**src/rtl/led_pattern_ctrl.sv**
```systemverilog
// led_pattern_ctrl: command-latched LED driver with static, blink, shift and PWM modes.
// Build option: define LED_ACTIVE_LOW_EN for inverted (active-low) LED drive.
module led_pattern_ctrl #(
   parameter int LED_WIDTH      = 8,
   parameter int DATA_WIDTH     = 32,
   parameter int CALLBACK_WIDTH = 16,
   parameter int STEP_CYCLES    = 12_500_000
) (
   input  logic                      clk,
   input  logic                      rst_n,
   input  logic                      en_i,
   input  logic                      clr_i,
   input  logic [DATA_WIDTH-1:0]     data_in_w,
   output logic [CALLBACK_WIDTH-1:0] callback_o,
   output logic [LED_WIDTH-1:0]      led_o
);

   localparam int LW = LED_WIDTH;
   localparam int SW = (STEP_CYCLES > 2) ? $clog2(STEP_CYCLES) : 1;
   localparam logic [SW-1:0] STEP_LAST = SW'(STEP_CYCLES - 1);

   localparam logic [1:0] M_STATIC = 2'b00;
   localparam logic [1:0] M_BLINK  = 2'b01;
   localparam logic [1:0] M_SHIFT  = 2'b10;
   localparam logic [1:0] M_PWM    = 2'b11;

   typedef enum logic [1:0] {
      CLEAR = 2'b00,
      LOAD  = 2'b01,
      RUN   = 2'b10,
      BAD   = 2'b11
   } state_t;

   state_t                    state;
   logic                      en_r;
   logic                      en_q;
   logic                      clr_r;
   logic                      load_w;
   logic                      step_w;
   logic [LW-1:0]             led_r;
   logic [LW-1:0]             pattern;
   logic [7:0]                duty;
   logic [1:0]                mode;
   logic [SW-1:0]             step_cnt;
   logic [7:0]                pwm_cnt;
   logic [7:0]                pwm_nxt;
   logic                      blink_off;
   logic [CALLBACK_WIDTH-1:0] cb_r;

   logic [LW-1:0]             new_pattern;
   logic [7:0]                new_duty;
   logic [1:0]                new_mode;

   assign new_pattern = data_in_w[LW-1:0];
   assign new_duty    = data_in_w[LW+7:LW];
   assign new_mode    = data_in_w[LW+9:LW+8];

   generate
      if (DATA_WIDTH > LW + 10) begin : g_spare
         logic unused_data;
         assign unused_data = ^data_in_w[DATA_WIDTH-1:LW+10];
      end
   endgenerate

   assign load_w  = en_r & ~en_q;
   assign step_w  = (step_cnt == STEP_LAST);
   assign pwm_nxt = pwm_cnt + 8'd1;

   // Register the strobes; the two-stage en pipe yields a one-shot load.
   always_ff @(posedge clk) begin
      if (!rst_n) begin
         en_r  <= 1'b0;
         en_q  <= 1'b0;
         clr_r <= 1'b0;
      end else begin
         en_r  <= en_i;
         en_q  <= en_r;
         clr_r <= clr_i;
      end
   end

   // Control FSM: command latch plus per-mode animation of led_r.
   always_ff @(posedge clk) begin
      if (!rst_n) begin
         state     <= CLEAR;
         led_r     <= '0;
         pattern   <= '0;
         duty      <= '0;
         mode      <= '0;
         step_cnt  <= '0;
         pwm_cnt   <= '0;
         blink_off <= 1'b0;
      end else begin
         unique case (state)
            CLEAR: begin
               led_r     <= '0;
               step_cnt  <= '0;
               pwm_cnt   <= '0;
               blink_off <= 1'b0;
               if (load_w && !clr_r)
                  state <= LOAD;
            end
            LOAD: begin
               pattern   <= new_pattern;
               duty      <= new_duty;
               mode      <= new_mode;
               step_cnt  <= '0;
               pwm_cnt   <= '0;
               blink_off <= 1'b0;
               if (new_mode == M_PWM)
                  led_r <= new_pattern & {LW{|new_duty}};
               else
                  led_r <= new_pattern;
               state <= RUN;
            end
            RUN: begin
               if (clr_r) begin
                  state <= CLEAR;
                  led_r <= '0;
               end else if (load_w) begin
                  state <= LOAD;
               end else begin
                  step_cnt <= step_w ? '0 : step_cnt + SW'(1);
                  pwm_cnt  <= pwm_nxt;
                  unique case (mode)
                     M_STATIC: led_r <= pattern;
                     M_BLINK: begin
                        if (step_w) begin
                           blink_off <= ~blink_off;
                           led_r     <= blink_off ? pattern : '0;
                        end
                     end
                     M_SHIFT: begin
                        if (step_w)
                           led_r <= {led_r[LW-2:0], led_r[LW-1]};
                     end
                     M_PWM: led_r <= pattern & {LW{pwm_nxt < duty}};
                  endcase
               end
            end
            BAD: begin
               state <= CLEAR;
               led_r <= '0;
            end
         endcase
      end
   end

   // Status readback, one cycle behind the live registers.
   always_ff @(posedge clk) begin
      if (!rst_n || state == BAD)
         cb_r <= '0;
      else
         cb_r <= CALLBACK_WIDTH'({state, mode, led_r});
   end

   assign callback_o = cb_r;

`ifdef LED_ACTIVE_LOW_EN
   assign led_o = ~led_r;
`else
   assign led_o = led_r;
`endif

endmodule
```
**config.mk**
```make
export PLATFORM = sky130hd
export DESIGN_NAME = led_pattern_ctrl
export DESIGN_NICKNAME = d
export VERILOG_FILES = /design/src/rtl/led_pattern_ctrl.sv
export SDC_FILE = /design/constraint.sdc
export NUM_CORES = 1
export LEC_CHECK = 0
export CAP_MARGIN = 20
export CELL_PAD_IN_SITES_DETAIL_PLACEMENT = 0
export CELL_PAD_IN_SITES_GLOBAL_PLACEMENT = 1
export CORE_AREA = 2 2 99 101
export DETAILED_ROUTE_END_ITERATION = 8
export DIE_AREA = 0 0 101 103
export PLACE_DENSITY = 0.74
export SLEW_MARGIN = 20
export SYNTH_ARGS = -nofsm -noshare
export SYNTH_HDL_FRONTEND = slang
export SYNTH_SLANG_ARGS = --single-unit
```
**constraint.sdc**
```tcl
create_clock -name clk -period 4.6 [get_ports clk]
set_input_delay 0.46 -clock clk [delete_from_list [all_inputs] [get_ports clk]]
set_output_delay 0.46 -clock clk [all_outputs]
set_load 0.01 [all_outputs]
```
==> implementation parameters, run 1 <==
Parameter                              Value

Worst setup path
  Crit path capture type ... flop
  Required time at the endpoint of the critical path ... 4890 ps
  Endpoint of the worst register-to-register path ... led_o[0]$_SDFFE_PN0P_
  Setup crit start kind ... flop
  Arrival time reported for the critical path endpoint ... 3280 ps
  Setup Crit Path Kind ... flop to flop
  Worst R2R Setup Slack ... 1600 ps
  FF-to-FF Start ... pwm_cnt[0]$_SDFFE_PN0P_
  Critical-path maximum fanout ... 8
  Reg2Reg Depth ... 10

Die
  Core Region ... 9459 um^2
  FP Rows ... 36
  Die footprint ... 10400 um^2
  Die X ... 101 um
  Ports ... 60
  Initial Util ... 38.64%
  Die outline height ... 103 um

Placement
  Post-Place Setup Slack ... 1590 ps
  Placed cell area ... 4093 um^2
  Placed insts ... 553
  HPWL reported at the end of detailed placement ... 6195 um
  Final estimated routing congestion in global placement ... 0.8417
  Total of buffers placed on input and output ports ... 41

Yosys
  Fraction of registers with async set or reset after synthesis ... 0%
  Most common library cells after synthesis ... 76 x sky130_fd_sc_hd__dfxtp_1, 55 x sky130_fd_sc_hd__nand2_1, 45 x sky130_fd_sc_hd__a21oi_1
  Cell types with the largest area share after synthesis ... sky130_fd_sc_hd__dfxtp_1 42%, sky130_fd_sc_hd__a21oi_1 6.2%, sky130_fd_sc_hd__nand2_1 5.6%
  Count leader, synth ... sky130_fd_sc_hd__dfxtp_1
  Seq/Total Area, Yosys ... 41.63%
  Distinct cell type count after synthesis ... 60
  Number of enable-type register cells in the synthesized netlist ... 0
  Avg Cell Area, Syn ... 8.764 um^2
  Synth warnings ... 0
  Post-synthesis cell count ... 417
  Ys flop type ... sky130_fd_sc_hd__dfxtp_1
  Portion of synthesized cell area occupied by the leading cell type ... 41.63%
  Synthesized flop and latch total ... 76
  Netlist area before placement ... 3655 um^2
  Dominant cell type by area after synthesis ... sky130_fd_sc_hd__dfxtp_1

Global routing
  Overflow left after global routing ... 0
  Maximum number of pins on one net before global-route repair ... 22
  GRT Util Overall ... 18.26%
  Number of global-route vias before repair ... 3049
  Wire length of the first global-routing pass ... 14880 um
  Initial antenna violation count ... 0

Clock tree
  CTS sink count ... 76
  Root buffer selected by CTS ... sky130_fd_sc_hd__clkbuf_8
  Number of buffers inserted by hold repair at cts ... 0
  Post-CTS Resized ... 0
  Number of CTS-inserted buffers ... 9
  Total setup buffers inserted after CTS ... 0
  Clock latency of the later-clocked register in the worst-skew pair ... 360 ps
  CTS H-tree lvls ... 3
  Clock tree from TritonCTS ... done
  Clock transition at the register clock pins on the worst setup and hold paths after CTS ... 90 ps
  Clock Tree Buf Depth ... 2

Worst hold path
  Hold path endpoint ... duty[3]$_SDFFE_PN0N_
  Min-Delay Path Depth ... 2
  Worst min path class ... flop to flop
  Hold path startpoint ... duty[3]$_SDFFE_PN0N_

Power and ir drop
  Leakage power ... 1.454 nW
  Power density over cell area ... 296.9 nW/um^2
  Power after layout ... 1.272 mW
  Highest ir drop seen on vdd ... 0.0001637 V

Timing
  Final period utilization ... 65.12%
  Achievable clock frequency ... 0.3338 GHz
  Final Slew Violations ... 0
  Max Clock Skew ... 10.32 ps
  Worst Max-Slew Pin Slew ... 1084 ps
  Minimum setup slack in the final design ... 1604 ps
  Max-Slew Margin vs Limit ... 27.17%
  Final total negative setup slack ... 0 ps
  Tightest hold margin ... 459.1 ps
  Final Hold Viols ... 0
  Total setup violations reported at the end of the flow ... 0
  Unrepaired setup endpoints after global routing ... no
  Final period demand of the worst path ... 2996 ps

Route
  Vias post-DR ... 3167
  Routed Antenna Nets ... 0
  DRT Wirelength ... 8935 um
  Drt drc ... 0
  Count of routing violations after the opening detailed-route iteration ... 166
  Ratio of routed vias to standard cells ... 5.566
  Number of iterations in the first detailed-routing pass ... 7
  Detailed-route wire length per cell ... 15.70 um

Final layout
  Fill count ... 954
  Synth-to-Final Area Change ... 17.22%
  Share of cells above drive strength 1 ... 8.352%
  # nets final ... 495
  Non-filler cells, final ... 569
  Number of diodes ... 0
  Utilization after layout ... 45.29%
  Final standard cell area without fillers ... 4284 um^2

Run status
  Result of the run ... finished, final reports clean

Run
  Max-cap viol count ... 0
[where the power goes]
group	total [mW]	internal, mW	switching (mW)	leakage, nW
clock	0.506	0.247	0.259	0.0910
sequential	0.674	0.666	0.00813	0.614
combinational	0.0915	0.0393	0.0522	0.749
[worst max path at each step]
stage / from / to / slack, ps / cells past startpoint
after floorplan: pwm_cnt[0]$_SDFFE_PN0P_ / led_o[0]$_SDFFE_PN0P_ / 2300 / 10
after global placement: rst_n / step_cnt[23]$_SDFFE_PN0P_ / 1570 / 6
after CTS: pwm_cnt[0]$_SDFFE_PN0P_ / led_o[0]$_SDFFE_PN0P_ / 1610 / 10
final: pwm_cnt[0]$_SDFFE_PN0P_ / led_o[0]$_SDFFE_PN0P_ / 1600 / 10
after global routing: pwm_cnt[0]$_SDFFE_PN0P_ / led_o[6]$_SDFFE_PN0P_ / 1280 / 10
after detailed placement: rst_n / step_cnt[19]$_SDFFE_PN0P_ / 1590 / 6
[cell type report]
| cell class | instances | area [um^2] | share of cell area (%) |
|---|---|---|---|
| inverter | 21 | 78.83 | 1.840 |
| clock buffer | 9 | 123.9 | 2.891 |
| multi-input combinational | 300 | 1932 | 45.09 |
| timing repair buffer | 42 | 417.9 | 9.755 |
| sequential | 76 | 1521 | 35.51 |
| clock inverter | 7 | 67.56 | 1.577 |
| tap | 114 | 142.6 | 3.329 |
[per-layer routing]
layer / global-route usage (%) / vias to the layer above / part of all wire [%]
li1: - / 1550 / -
met1: 22.74 / 1518 / 45
met2: 30.46 / 82 / 48
met3: 4.949 / 17 / 5.1
met4: 6.653 / 0 / 2.0
met5: 0 / - / 0
[cell families (layout without fill, tap and decap cells)]
family / count (synthesis) / count (layout) / synth area share, %
AOI/OAI and AO/OA: 99 / 99 / 19.24
muxes: 3 / 3 / 0.8217
and+or+nand+nor: 164 / 164 / 24.27
other: 1 / 4 / 0.1026
DFF: 76 / 76 / 41.63
adders and majority gates: 9 / 9 / 3.081
buffers and inverters: 44 / 79 / 5.820
xor gates and xnor gates: 21 / 21 / 5.033
[worst max-delay path, stage by stage, from the launching register on]
cell	delay, ps
sky130_fd_sc_hd__dfxtp_1	430
sky130_fd_sc_hd__ha_1	250
sky130_fd_sc_hd__nand3_1	130
sky130_fd_sc_hd__nor2_1	150
sky130_fd_sc_hd__xor2_1	240
sky130_fd_sc_hd__ha_1	290
sky130_fd_sc_hd__o21ai_0	150
sky130_fd_sc_hd__nor2_1	60
sky130_fd_sc_hd__nor3_1	860
sky130_fd_sc_hd__a31oi_1	180
sky130_fd_sc_hd__a21oi_1	200
[sequential cells by signal, indices dropped and copies added, names as in the netlist, 2 cells and up]
register and cells:
state 2, duty 8, pattern 8, led_o 8, step_cnt 24, mode 2, pwm_cnt 8, callback_o 12
[layout by cell type (no fill, tap or decap), drive strengths merged, types with 2 or more instances in the layout]
master and count:
nand4 14, and3 7, ha 9, clkinv 3, a31oi 15, nand2 55
nor2 25, a21oi 46, a211oi 2, clkbuf 9, nor3b 2, xor2 15
mux2i 3, a41oi 2, nand2b 6, or3 2, nor3 5, clkinvlp 3
or4 2, nor4 3, nor2b 6, dfxtp 76, xnor2 6, a31o 8
clkdlybuf4s50 41, nand3 15, inv 21, and2 16, a222oi 8, conb 4
a32o 6, o31ai 2, o21ai 3
(Power assumes the default switching activity.)
==> inputs of run 2 (changes only) <==
--- a/config.mk
+++ b/config.mk
@@ -8,10 +8,10 @@
 export CAP_MARGIN = 20
 export CELL_PAD_IN_SITES_DETAIL_PLACEMENT = 0
 export CELL_PAD_IN_SITES_GLOBAL_PLACEMENT = 1
-export CORE_AREA = 2 2 99 101
+export CORE_AREA = 2 2 104 106
 export DETAILED_ROUTE_END_ITERATION = 8
-export DIE_AREA = 0 0 101 103
-export PLACE_DENSITY = 0.74
+export DIE_AREA = 0 0 106 108
+export PLACE_DENSITY = 0.71
 export SLEW_MARGIN = 20
 export SYNTH_ARGS = -nofsm -noshare
 export SYNTH_HDL_FRONTEND = slang
==> constraint.sdc (replaced) <==
create_clock -name clk -period 2.48 [get_ports clk]
set_input_delay 0.248 -clock clk [delete_from_list [all_inputs] [get_ports clk]]
set_output_delay 0.248 -clock clk [all_outputs]
set_load 0.01 [all_outputs]
==> run 2 against run 1 <==
Net effect:
- clock skew decreased by 3.4 ps
- register-to-register slack worse by 1400 ps
- non-clock buffer count is 12 higher
- design area is 3.2% higher
- highest routed layer unchanged
- critical endpoint unchanged
- flip-flop and latch count did not move
- largest cell class unchanged
- count of clock-buffer cells in the layout is 1 higher
- combinational power up 93%
- hold slack got worse by 1.3 ps
- critical path depth rose by 1
==> implementation parameters, run 2 (synthesis results as in run 1) <==
Parameter                              Value

Die
  FP Rows ... 37
  Die X ... 106 um
  Ports ... 60
  Initial Util ... 35.72%
  Die footprint ... 11450 um^2
  Core Region ... 10230 um^2
  Die outline height ... 108 um

Final layout
  Utilization after layout ... 43.22%
  Number of flip-flops under the largest register name ... 24
  Most common library cell in the layout ignoring fill and taps ... sky130_fd_sc_hd__dfxtp_1
  Number of diodes ... 0
  Most frequent cells in the layout ... 74 x sky130_fd_sc_hd__dfxtp_1, 55 x sky130_fd_sc_hd__nand2_1, 45 x sky130_fd_sc_hd__a21oi_1
  Share of cells above drive strength 1 ... 11.56%
  Fill count ... 1030
  Most flop-heavy register ... step_cnt
  # nets final ... 507
  Synth-to-Final Area Change ... 20.99%
  Non-filler cells, final ... 603

Placement
  Placed insts ... 586
  Post-Place Setup Slack ... 104.0 ps
  Final estimated routing congestion in global placement ... 0.7877
  HPWL reported at the end of detailed placement ... 6389 um
  Total of buffers placed on input and output ports ... 41

Timing
  Worst Max-Slew Pin Slew ... 1082 ps
  Tightest hold margin ... 457.7 ps
  Final Hold Viols ... 0
  Minimum setup slack in the final design ... 215.1 ps
  Final Slew Violations ... 0
  Max Clock Skew ... 6.960 ps
  Final period utilization ... 91.32%
  Max-Slew Margin vs Limit ... 27.30%
  Achievable clock frequency ... 0.4415 GHz
  Total setup violations reported at the end of the flow ... 0
  Final period demand of the worst path ... 2265 ps

Global routing
  Number of global-route vias before repair ... 3136
  Maximum number of pins on one net before global-route repair ... 21
  GRT Util Overall ... 16.67%
  Wire length of the first global-routing pass ... 15080 um
  Initial antenna violation count ... 0
  Overflow left after global routing ... 0

Route
  Ratio of routed vias to standard cells ... 5.284
  Drt drc ... 0
  DRT Wirelength ... 9147 um
  Routed Antenna Nets ... 0
  Vias post-DR ... 3186
  Count of routing violations after the opening detailed-route iteration ... 201
  Detailed-route wire length per cell ... 15.17 um
  Number of iterations in the first detailed-routing pass ... 5

Worst setup path
  Combined buffer and inverter count along the critical path ... 1
  Worst R2R Setup Slack ... 220 ps
  Critical path's top delay family ... adder cells
  Reg2Reg Depth ... 11
  Crit path capture type ... flop
  Setup Crit Path Kind ... flop to flop
  Critical-path maximum fanout ... 8
  Required time at the endpoint of the critical path ... 2770 ps
  Critical-path cell with the highest stage delay ... sky130_fd_sc_hd__dfxtp_4
  Instance count on the critical path ... 11
  FF-to-FF Start ... pwm_cnt[0]$_SDFFE_PN0P_
  Sequence of cells on the critical path ... ha_2, nand3_1, nor2_2, xor2_1, ha_1, o21ai_0, nor2_1, nor3_1, buf_4, a31oi_1, a21oi_1
  Endpoint of the worst register-to-register path ... led_o[0]$_SDFFE_PN0P_
  Arrival time reported for the critical path endpoint ... 2560 ps
  Setup crit start kind ... flop
  Max incr delay on CP ... 380 ps

Worst hold path
  Hold path endpoint ... duty[6]$_SDFFE_PN0N_
  Hold path startpoint ... duty[6]$_SDFFE_PN0N_
  Worst min path class ... flop to flop
  Min-Delay Path Depth ... 2

Clock tree
  Clock Tree Buf Depth ... 2
  Clock tree from TritonCTS ... done
  CTS H-tree lvls ... 3
  Clock transition at the register clock pins on the worst setup and hold paths after CTS ... 80 ps
  Number of CTS-inserted buffers ... 9
  Clock latency of the later-clocked register in the worst-skew pair ... 360 ps
  CTS sink count ... 76
  Root buffer selected by CTS ... sky130_fd_sc_hd__clkbuf_8

Power and ir drop
  Share of total power in sequential cells ... 52.1%
  Part of the power in combinational logic ... 7.4%
  Switching portion of total power ... 24.81%
  Power density over cell area ... 542.2 nW/um^2
  Int Power ... 1.803 mW
  Leakage power ... 1.520 nW
  Highest ir drop seen on vdd ... 0.0002874 V
  Clk pwr share ... 40.5%
  Net load switching power ... 594.8 uW
  Power after layout ... 2.397 mW

Run status
  Result of the run ... finished, final reports clean

Run
  Max-cap viol count ... 0
==> run 2: metrics by stage <==
| step | instance area (um^2) | setup TNS (ps) |
|---|---|---|
| after floorplan | 3666 | 0 |
| after global placement | 4203 | 0 |
| after detailed placement | 4203 | 0 |
| after CTS | 4404 | 0 |
| after global routing | 4422 | -34.63 |
| final | 4422 | 0 |
==> run 2: timing repair <==
action / in CTS / in global routing
resized for setup: 0 / 5
endpoints found under the setup margin: 0 / 8
hold buffers: 0 / 0
setup buffers: 0 / 1
==> run 2: routing by layer <==
| layer | up-vias | wire length [um] | GRT usage, % |
|---|---|---|---|
| met5 | - | 0 | 0 |
| met4 | 0 | 126 | 6.015 |
| met3 | 11 | 396 | 4.099 |
| met2 | 73 | 4459 | 28.89 |
| met1 | 1534 | 4164 | 20.17 |
| li1 | 1568 | - | - |
==> run 2: power by group through the flow <==
| stage | combinational (mW) | clock, mW | sequential, mW |
|---|---|---|---|
| detailed placement | 0.175 | 0 | 1.28 |
| floorplan | 0.104 | 0 | 1.27 |
| CTS | 0.176 | 0.997 | 1.25 |
| global placement | 0.173 | 0 | 1.28 |
| global route | 0.192 | 1.05 | 1.25 |
| finish | 0.177 | 0.971 | 1.25 |
==> run 2: worst max path at each step <==
stage,startpoint,end
finish,pwm_cnt[0]$_SDFFE_PN0P_,led_o[0]$_SDFFE_PN0P_
global route,pwm_cnt[0]$_SDFFE_PN0P_,led_o[0]$_SDFFE_PN0P_
CTS,pwm_cnt[0]$_SDFFE_PN0P_,led_o[0]$_SDFFE_PN0P_
detailed placement,pwm_cnt[0]$_SDFFE_PN0P_,led_o[0]$_SDFFE_PN0P_
global placement,pwm_cnt[0]$_SDFFE_PN0P_,led_o[0]$_SDFFE_PN0P_
floorplan,pwm_cnt[0]$_SDFFE_PN0P_,led_o[0]$_SDFFE_PN0P_
==> run 2: layout make-up <==
class                      instances  area (um^2)  share of cell area [%]
clock buffer                      10        137.6                   3.113
clock inverter                     6        63.81                   1.443
inverter                          21        78.83                   1.783
multi-input combinational        300         1937                   43.80
sequential                        76         1526                   34.52
tap                              136        170.2                   3.848
timing repair buffer              54        508.0                   11.49
==> run 2: tightest hold or removal path, stage by stage (launching register included) <==
cell and delay (ps):
sky130_fd_sc_hd__dfxtp_1 310, sky130_fd_sc_hd__nand2_1 50, sky130_fd_sc_hd__a21oi_1 50
